## config.mk

```make
export PLATFORM = sky130hd
export DESIGN_NAME = regfile_sb
export DESIGN_NICKNAME = d
export VERILOG_FILES = /design/src/rtl/regfile_pkg.sv /design/src/rtl/regfile_scoreboard.sv /design/src/rtl/regfile_sb.sv
export SDC_FILE = /design/constraint.sdc
export NUM_CORES = 2
export LEC_CHECK = 0
export BUFFER_PORTS_ARGS = -buffer_cell sky130_fd_sc_hd__buf_2
export CORE_ASPECT_RATIO = 0.8
export CORE_UTILIZATION = 59
export DETAILED_ROUTE_END_ITERATION = 12
export PLACE_DENSITY = 0.79
export SLEW_MARGIN = 20
export SYNTH_ARGS = -nofsm -noshare
export SYNTH_HDL_FRONTEND = slang
export SYNTH_SLANG_ARGS = --single-unit
```

## constraint.sdc

```tcl
create_clock -name clk -period 9.9 [get_ports clk]
set_clock_uncertainty 0.1 [all_clocks]
set_input_delay 0.99 -clock clk [delete_from_list [all_inputs] [get_ports clk]]
set_output_delay 0.99 -clock clk [all_outputs]
set_load 0.01 [all_outputs]
```

## src/rtl/regfile_pkg.sv

```systemverilog
// Shared types and constants for the scoreboarded register file.
// Default widths match the RV32I integer register file.
package regfile_pkg;

    localparam int DATA_WIDTH_DEF = 32;
    localparam int ADDR_WIDTH_DEF = 5;

    typedef logic [DATA_WIDTH_DEF-1:0] reg_data_t;
    typedef logic [ADDR_WIDTH_DEF-1:0] reg_addr_t;

    localparam reg_addr_t REG_ZERO = '0;
    localparam reg_addr_t REG_A0   = reg_addr_t'(10);

endpackage

```

## src/rtl/regfile_scoreboard.sv

```systemverilog
// Pending-bit tracker for in-flight multi-cycle producers.
// Priority per entry: flush, then issue, then write clear, then hold.
module regfile_scoreboard
    import regfile_pkg::*;
#(
    parameter int ADDR_WIDTH = ADDR_WIDTH_DEF
) (
    input  logic                         clk,
    input  logic                         rst_n,
    input  logic                         we,
    input  logic [ADDR_WIDTH-1:0]        wr_addr,
    input  logic                         issue_valid,
    input  logic [ADDR_WIDTH-1:0]        issue_addr,
    input  logic                         flush,
    output logic [(1<<ADDR_WIDTH)-1:0]   pending,
    output logic [ADDR_WIDTH:0]          pending_cnt
);

    localparam int NUM_ENT = 1 << ADDR_WIDTH;

    logic [NUM_ENT-1:0] pending_nxt;
    logic [ADDR_WIDTH:0] cnt_nxt;

    always_comb begin
        pending_nxt = pending;
        for (int i = 1; i < NUM_ENT; i++) begin
            if (flush) begin
                pending_nxt[i] = 1'b0;
            end else if (issue_valid && issue_addr == ADDR_WIDTH'(i)) begin
                pending_nxt[i] = 1'b1;
            end else if (we && wr_addr == ADDR_WIDTH'(i)) begin
                pending_nxt[i] = 1'b0;
            end
        end
        // x0 never has a producer to wait on.
        pending_nxt[0] = 1'b0;
    end

    always_comb begin
        cnt_nxt = '0;
        for (int i = 0; i < NUM_ENT; i++) begin
            cnt_nxt = cnt_nxt + {{ADDR_WIDTH{1'b0}}, pending_nxt[i]};
        end
    end

    always_ff @(posedge clk or negedge rst_n) begin
        if (!rst_n) begin
            pending     <= '0;
            pending_cnt <= '0;
        end else begin
            pending     <= pending_nxt;
            pending_cnt <= cnt_nxt;
        end
    end

endmodule

```

## src/rtl/regfile_sb.sv

```systemverilog
// Scoreboarded register file: x0 hard-wired to zero, N read ports with
// optional write bypass, one write port, and per-register pending bits.
module regfile_sb
    import regfile_pkg::*;
#(
    parameter int DATA_WIDTH = DATA_WIDTH_DEF,
    parameter int ADDR_WIDTH = ADDR_WIDTH_DEF,
    parameter int NUM_READ   = 2,
    parameter int BYPASS     = 1,
    parameter int TAP_ADDR   = int'(REG_A0)
) (
    input  logic                               clk,
    input  logic                               rst_n,
    input  logic [NUM_READ-1:0][ADDR_WIDTH-1:0] rd_addr,
    output logic [NUM_READ-1:0][DATA_WIDTH-1:0] rd_data,
    output logic [NUM_READ-1:0]                rd_ready,
    input  logic                               we,
    input  logic [ADDR_WIDTH-1:0]              wr_addr,
    input  logic [DATA_WIDTH-1:0]              wr_data,
    input  logic                               issue_valid,
    input  logic [ADDR_WIDTH-1:0]              issue_addr,
    input  logic                               flush,
    output logic [DATA_WIDTH-1:0]              tap,
    output logic [ADDR_WIDTH:0]                pending_cnt
);

    localparam int NUM_ENT = 1 << ADDR_WIDTH;
    localparam logic [ADDR_WIDTH-1:0] ZERO = ADDR_WIDTH'(REG_ZERO);

    logic [DATA_WIDTH-1:0] regs [NUM_ENT-1:1];
    logic [DATA_WIDTH-1:0] view [NUM_ENT];
    logic [NUM_ENT-1:0]    pending;
    logic                  wr_hit;

    assign wr_hit = we && (wr_addr != ZERO);

    always_ff @(posedge clk or negedge rst_n) begin
        if (!rst_n) begin
            for (int i = 1; i < NUM_ENT; i++) begin
                regs[i] <= '0;
            end
        end else if (wr_hit) begin
            regs[wr_addr] <= wr_data;
        end
    end

    // Full-size read view with the constant-zero entry folded in.
    always_comb begin
        view[0] = '0;
        for (int i = 1; i < NUM_ENT; i++) begin
            view[i] = regs[i];
        end
    end

    always_comb begin
        for (int p = 0; p < NUM_READ; p++) begin
            rd_data[p]  = '0;
            rd_ready[p] = 1'b1;
            if (rd_addr[p] != ZERO) begin
                if ((BYPASS != 0) && we && (wr_addr == rd_addr[p])) begin
                    rd_data[p]  = wr_data;
                    rd_ready[p] = 1'b1;
                end else begin
                    rd_data[p]  = view[rd_addr[p]];
                    rd_ready[p] = !pending[rd_addr[p]];
                end
            end
        end
    end

    assign tap = view[TAP_ADDR];

    regfile_scoreboard #(
        .ADDR_WIDTH (ADDR_WIDTH)
    ) u_scoreboard (
        .clk         (clk),
        .rst_n       (rst_n),
        .we          (we),
        .wr_addr     (wr_addr),
        .issue_valid (issue_valid),
        .issue_addr  (issue_addr),
        .flush       (flush),
        .pending     (pending),
        .pending_cnt (pending_cnt)
    );

endmodule

```

==> impl_metrics.py <==
metrics = {
    "timing": {
        "finalCritPeriodShare_pct": 63.83,
        "slew-limit-headroom_pct": 18.48,
        "timing.final.ws_setup_ps": 3580,
        "fmaxAchievable_ghz": 0.1582,
        "finalHoldViolCount": 0,
        "final-setup-viol-count": 0,
        "timing_worst_slew_pin_value_ps": 1207,
        "slew_violations": 0,
        "setup_total_neg_slack_ps": 0,
        "grt_setup_unrepaired": "no",
        "fin_worst_hold_slack_ps": 257.9,
        "timing.final.crit_period_ps": 6320,
    },
    "setup_path": {
        "critical-path-max-stage-delay_ps": 630,
        "timing.critical_path.buf_inv": 6,
        "crit_chain": "buf_2, nor3b_1, nand2_2, buf_4, nand2_1, a21oi_1, inv_1, fa_1, fa_1, inv_1, fa_1, inv_1, fa_1, fa_1, inv_1, fa_1, ha_1, fa_1, a21o_1, a21oi_1, xnor2_1",
        "critPathTopFamily": "adder cells",
        "worstReg2RegStart": "u_scoreboard.pending[2]",
        "critPathMostFrequentCell": "sky130_fd_sc_hd__fa_1",
        "crit_path_max_fanout": 33,
        "end_kind": "flip-flop",
        "regToRegSetupSlack_ps": 4560,
        "crit_slowest_cell": "sky130_fd_sc_hd__nor3b_1",
        "worst-endpoint-arrival_ps": 6800,
        "crit_path_start_kind": "input pin",
        "ff2ff_path_depth": 16,
        "timing.setup.critical_path_class": "input pin to flip-flop",
        "worst_ep_required_time_ps": 10390,
        "timing.rr.end": "u_scoreboard.pending_cnt[4]",
    },
    "status": {
        "outcome": "complete, no violations",
    },
    "global_route": {
        "grt_start_max_net_pins": 162,
        "grt_overflow_total": 0,
        "first_pass_grt_wire_length_um": 265900,
        "first_global_vias": 38710,
        "grt_antenna_before_repair": 19,
        "grt_util_all_layers_pct": 37.31,
    },
    "clock_network": {
        "clock_tree_from_tritoncts": "done",
        "postCtsSetupBuffers": 0,
        "cts-htree-levels": 3,
        "cts_inserted_buffers": 104,
        "max-clock-path-buffers": 3,
        "postCtsHoldBufs": 0,
        "worstSkewPairLatency_ps": 700,
        "clk_pin_slew_ps": 60,
        "cts.sink_count": 1029,
        "post_cts_resized": 0,
        "cts.root.buffer_cell": "sky130_fd_sc_hd__clkbuf_16",
    },
    "die": {
        "rows": 101,
        "start_util_pct": 59.81,
        "dieHeight_um": 280.2,
        "fp.dieW_um": 349.7,
        "core_um2": 95410,
        "die_area_um2": 97980,
        "ios": 161,
    },
    "yosys": {
        "synth-async-reset-ratio_pct": 100.0,
        "synth_warnings": 0,
        "synth_compound_area_share_pct": 6.025,
        "synth_edf_count": 0,
        "synth_adder_area_share_pct": 1.004,
        "postSynthNetCount": 4077,
        "postSynthAreaPerCell_um2": 14.31,
        "synth_top_area_share_pct": 45.12,
        "synth-seq-area-share_pct": 45.12,
        "synth_seq_cells": 1029,
        "synth_xor_xnor_area_share_pct": 0.1995,
        "synth.lib_cells_used.distinct": 62,
        "synthDominantAreaCellType": "sky130_fd_sc_hd__dfrtp_1",
        "synthFlopType": "sky130_fd_sc_hd__dfrtp_1",
        "synth_top_family_by_area": "multiplexers",
        "post_synth_instance_area_um2": 57070,
        "post_synth_and_or_nand_nor_area_fraction_pct": 3.142,
        "synth_mux_area_share_pct": 40.24,
        "netlist_instances": 3988,
        "synth_area_leaders": "sky130_fd_sc_hd__dfrtp_1, sky130_fd_sc_hd__mux2_2, sky130_fd_sc_hd__mux4_2",
    },
    "route": {
        "wl_per_cell_um": 34.22,
        "routed_via_density": 7.440,
        "vias": 39230,
        "drt.antenna.violating_nets": 0,
        "drt-total-wl_um": 180400,
        "route.detailed.drc": 0,
        "number_of_drc_markers_after_the_initial_detailed_route_iteration": 5414,
        "drt_first_pass_iters": 8,
    },
    "job": {
        "max_cap_violations": 0,
    },
    "power": {
        "worst_ir_drop_vdd_v": 0.0001424,
        "leakage_nw": 26.90,
        "internal_power_mw": 8.971,
        "pwr-share-seq_pct": 45.2,
        "p_sw_share_pct": 27.96,
        "pwr_density_cell_nw_per_um2": 201.2,
        "power_mw": 12.45,
        "power.net_switching_mw": 3.482,
        "clkPwrFrac_pct": 33.5,
        "comb_power_share_pct": 21.3,
    },
    "cells_and_area": {
        "n_fill_cell": 6675,
        "num-nets-final": 3979,
        "post_route_cells_drive_above_1_share_pct": 50.30,
        "area_delta_synth_final_pct": 8.446,
    },
    "place": {
        "placement.io_buffers": 160,
        "place_ws_ps": 2948,
        "dp_hpwl_um": 106700,
        "gp_congestion": 0.9423,
    },
    "min_path": {
        "hold_class": "input pin to asynchronous set/reset pin",
    },
}
final cells by class:
cell class,count,area [um2],area share [%]
clock buffers,157,3187,5.149
flip-flops and latches,1029,25750,41.61
diodes,13,32.53,0.05257
clock inverters,31,416.7,0.6732
repair buffers,249,1612,2.604
multi-input cells,2458,29100,47.02
inverters,48,180.2,0.2911
well taps,1287,1610,2.602
worst max path at each step:
stage	start	endpoint	slack, ps	cells after the start
6_report	wr_addr[4]	u_scoreboard.pending_cnt[4]	3580	21
5_1_grt	wr_addr[4]	u_scoreboard.pending_cnt[4]	3330	21
4_1_cts	wr_addr[4]	u_scoreboard.pending_cnt[4]	3590	21
3_5_place_dp	wr_addr[4]	u_scoreboard.pending_cnt[4]	2950	21
3_3_place_gp	wr_addr[4]	u_scoreboard.pending_cnt[4]	3030	21
2_1_floorplan	wr_addr[4]	u_scoreboard.pending_cnt[4]	3420	20
routing by layer:
metal	part of all wire, %	GRT usage (%)
met1	39	53.19
met2	42	51.36
met3	15	15.30
met4	4.1	13.15
met5	0.055	1.593
sequential cells by signal, summed over array words and instances, names as in the netlist:
name / count
u_scoreboard.pending: 31
tap: 32
u_scoreboard.pending_cnt: 6
regs: 960
layout by cell type (no fill, tap or decap), drive strengths merged, types with 9 or more instances in the layout:
| cell type | n |
|---|---|
| a22o | 27 |
| a221oi | 22 |
| a211oi | 54 |
| mux4 | 457 |
| o211ai | 36 |
| dfrtp | 1029 |
| nand3 | 19 |
| clkinv | 16 |
| clkbuf | 157 |
| bufinv | 9 |
| nor2b | 46 |
| inv | 50 |
| o41ai | 28 |
| o221ai | 10 |
| o22ai | 35 |
| fa | 23 |
| nor2 | 77 |
| o21ai | 70 |
| nand2 | 129 |
| mux2 | 1073 |
| a21oi | 19 |
| buf | 249 |
| a21o | 20 |
| diode | 13 |
| a221o | 48 |
| nand2b | 33 |
| mux2i | 58 |
| a22oi | 13 |
| nor3 | 41 |
| ha | 9 |
| o211a | 27 |
cells by family (layout without fill, tap and decap cells):
kind of cell             Yosys count  after routing
buffers and inverters            501            485
adder cells (fa/ha/maj)           32             32
XOR/XNOR                          13             13
flip-flops                      1029           1029
other                              0             13
AO/OA/AOI/OAI                    447            447
multiplexers                    1588           1588
AND/OR/NAND/NOR                  378            378
metrics by stage:
stage,cell area (um2),utilization [%],instances
6_report,61890,64.86,5272
2_1_floorplan,57070,-,3988
3_5_place_dp,58250,61.05,5071
3_3_place_gp,58250,61.05,5071
5_1_grt,61880,64.86,5270
4_1_cts,61850,64.83,5259
synth_stat cells, drive strengths merged (6+ instances only):
library cell / number
nor2: 77
o22a: 6
nor3: 41
a22oi: 13
a221o: 48
ha: 9
nor2b: 46
o22ai: 35
o221ai: 10
o21ai: 70
nand2: 129
mux4: 457
a21o: 20
a2111oi: 6
inv: 47
mux2i: 58
a22o: 27
a21oi: 19
o211ai: 36
dfrtp: 1029
xnor2: 8
a41o: 8
nand3: 19
o41ai: 28
o211a: 27
a221oi: 22
mux2: 1073
fa: 23
nand2b: 33
buf: 250
a211oi: 54
clkbuf: 203
power groups by stage:
| stage | Combinational [mW] | Clock, mW | Sequential, mW |
|---|---|---|---|
| floorplan | 2.01 | 0 | 5.44 |
| global placement | 2.53 | 0 | 5.60 |
| detailed placement | 2.60 | 0 | 5.65 |
| CTS | 2.62 | 4.19 | 5.59 |
| global route | 2.80 | 4.35 | 5.71 |
| finish | 2.65 | 4.17 | 5.62 |
(Power assumes the default switching activity.)
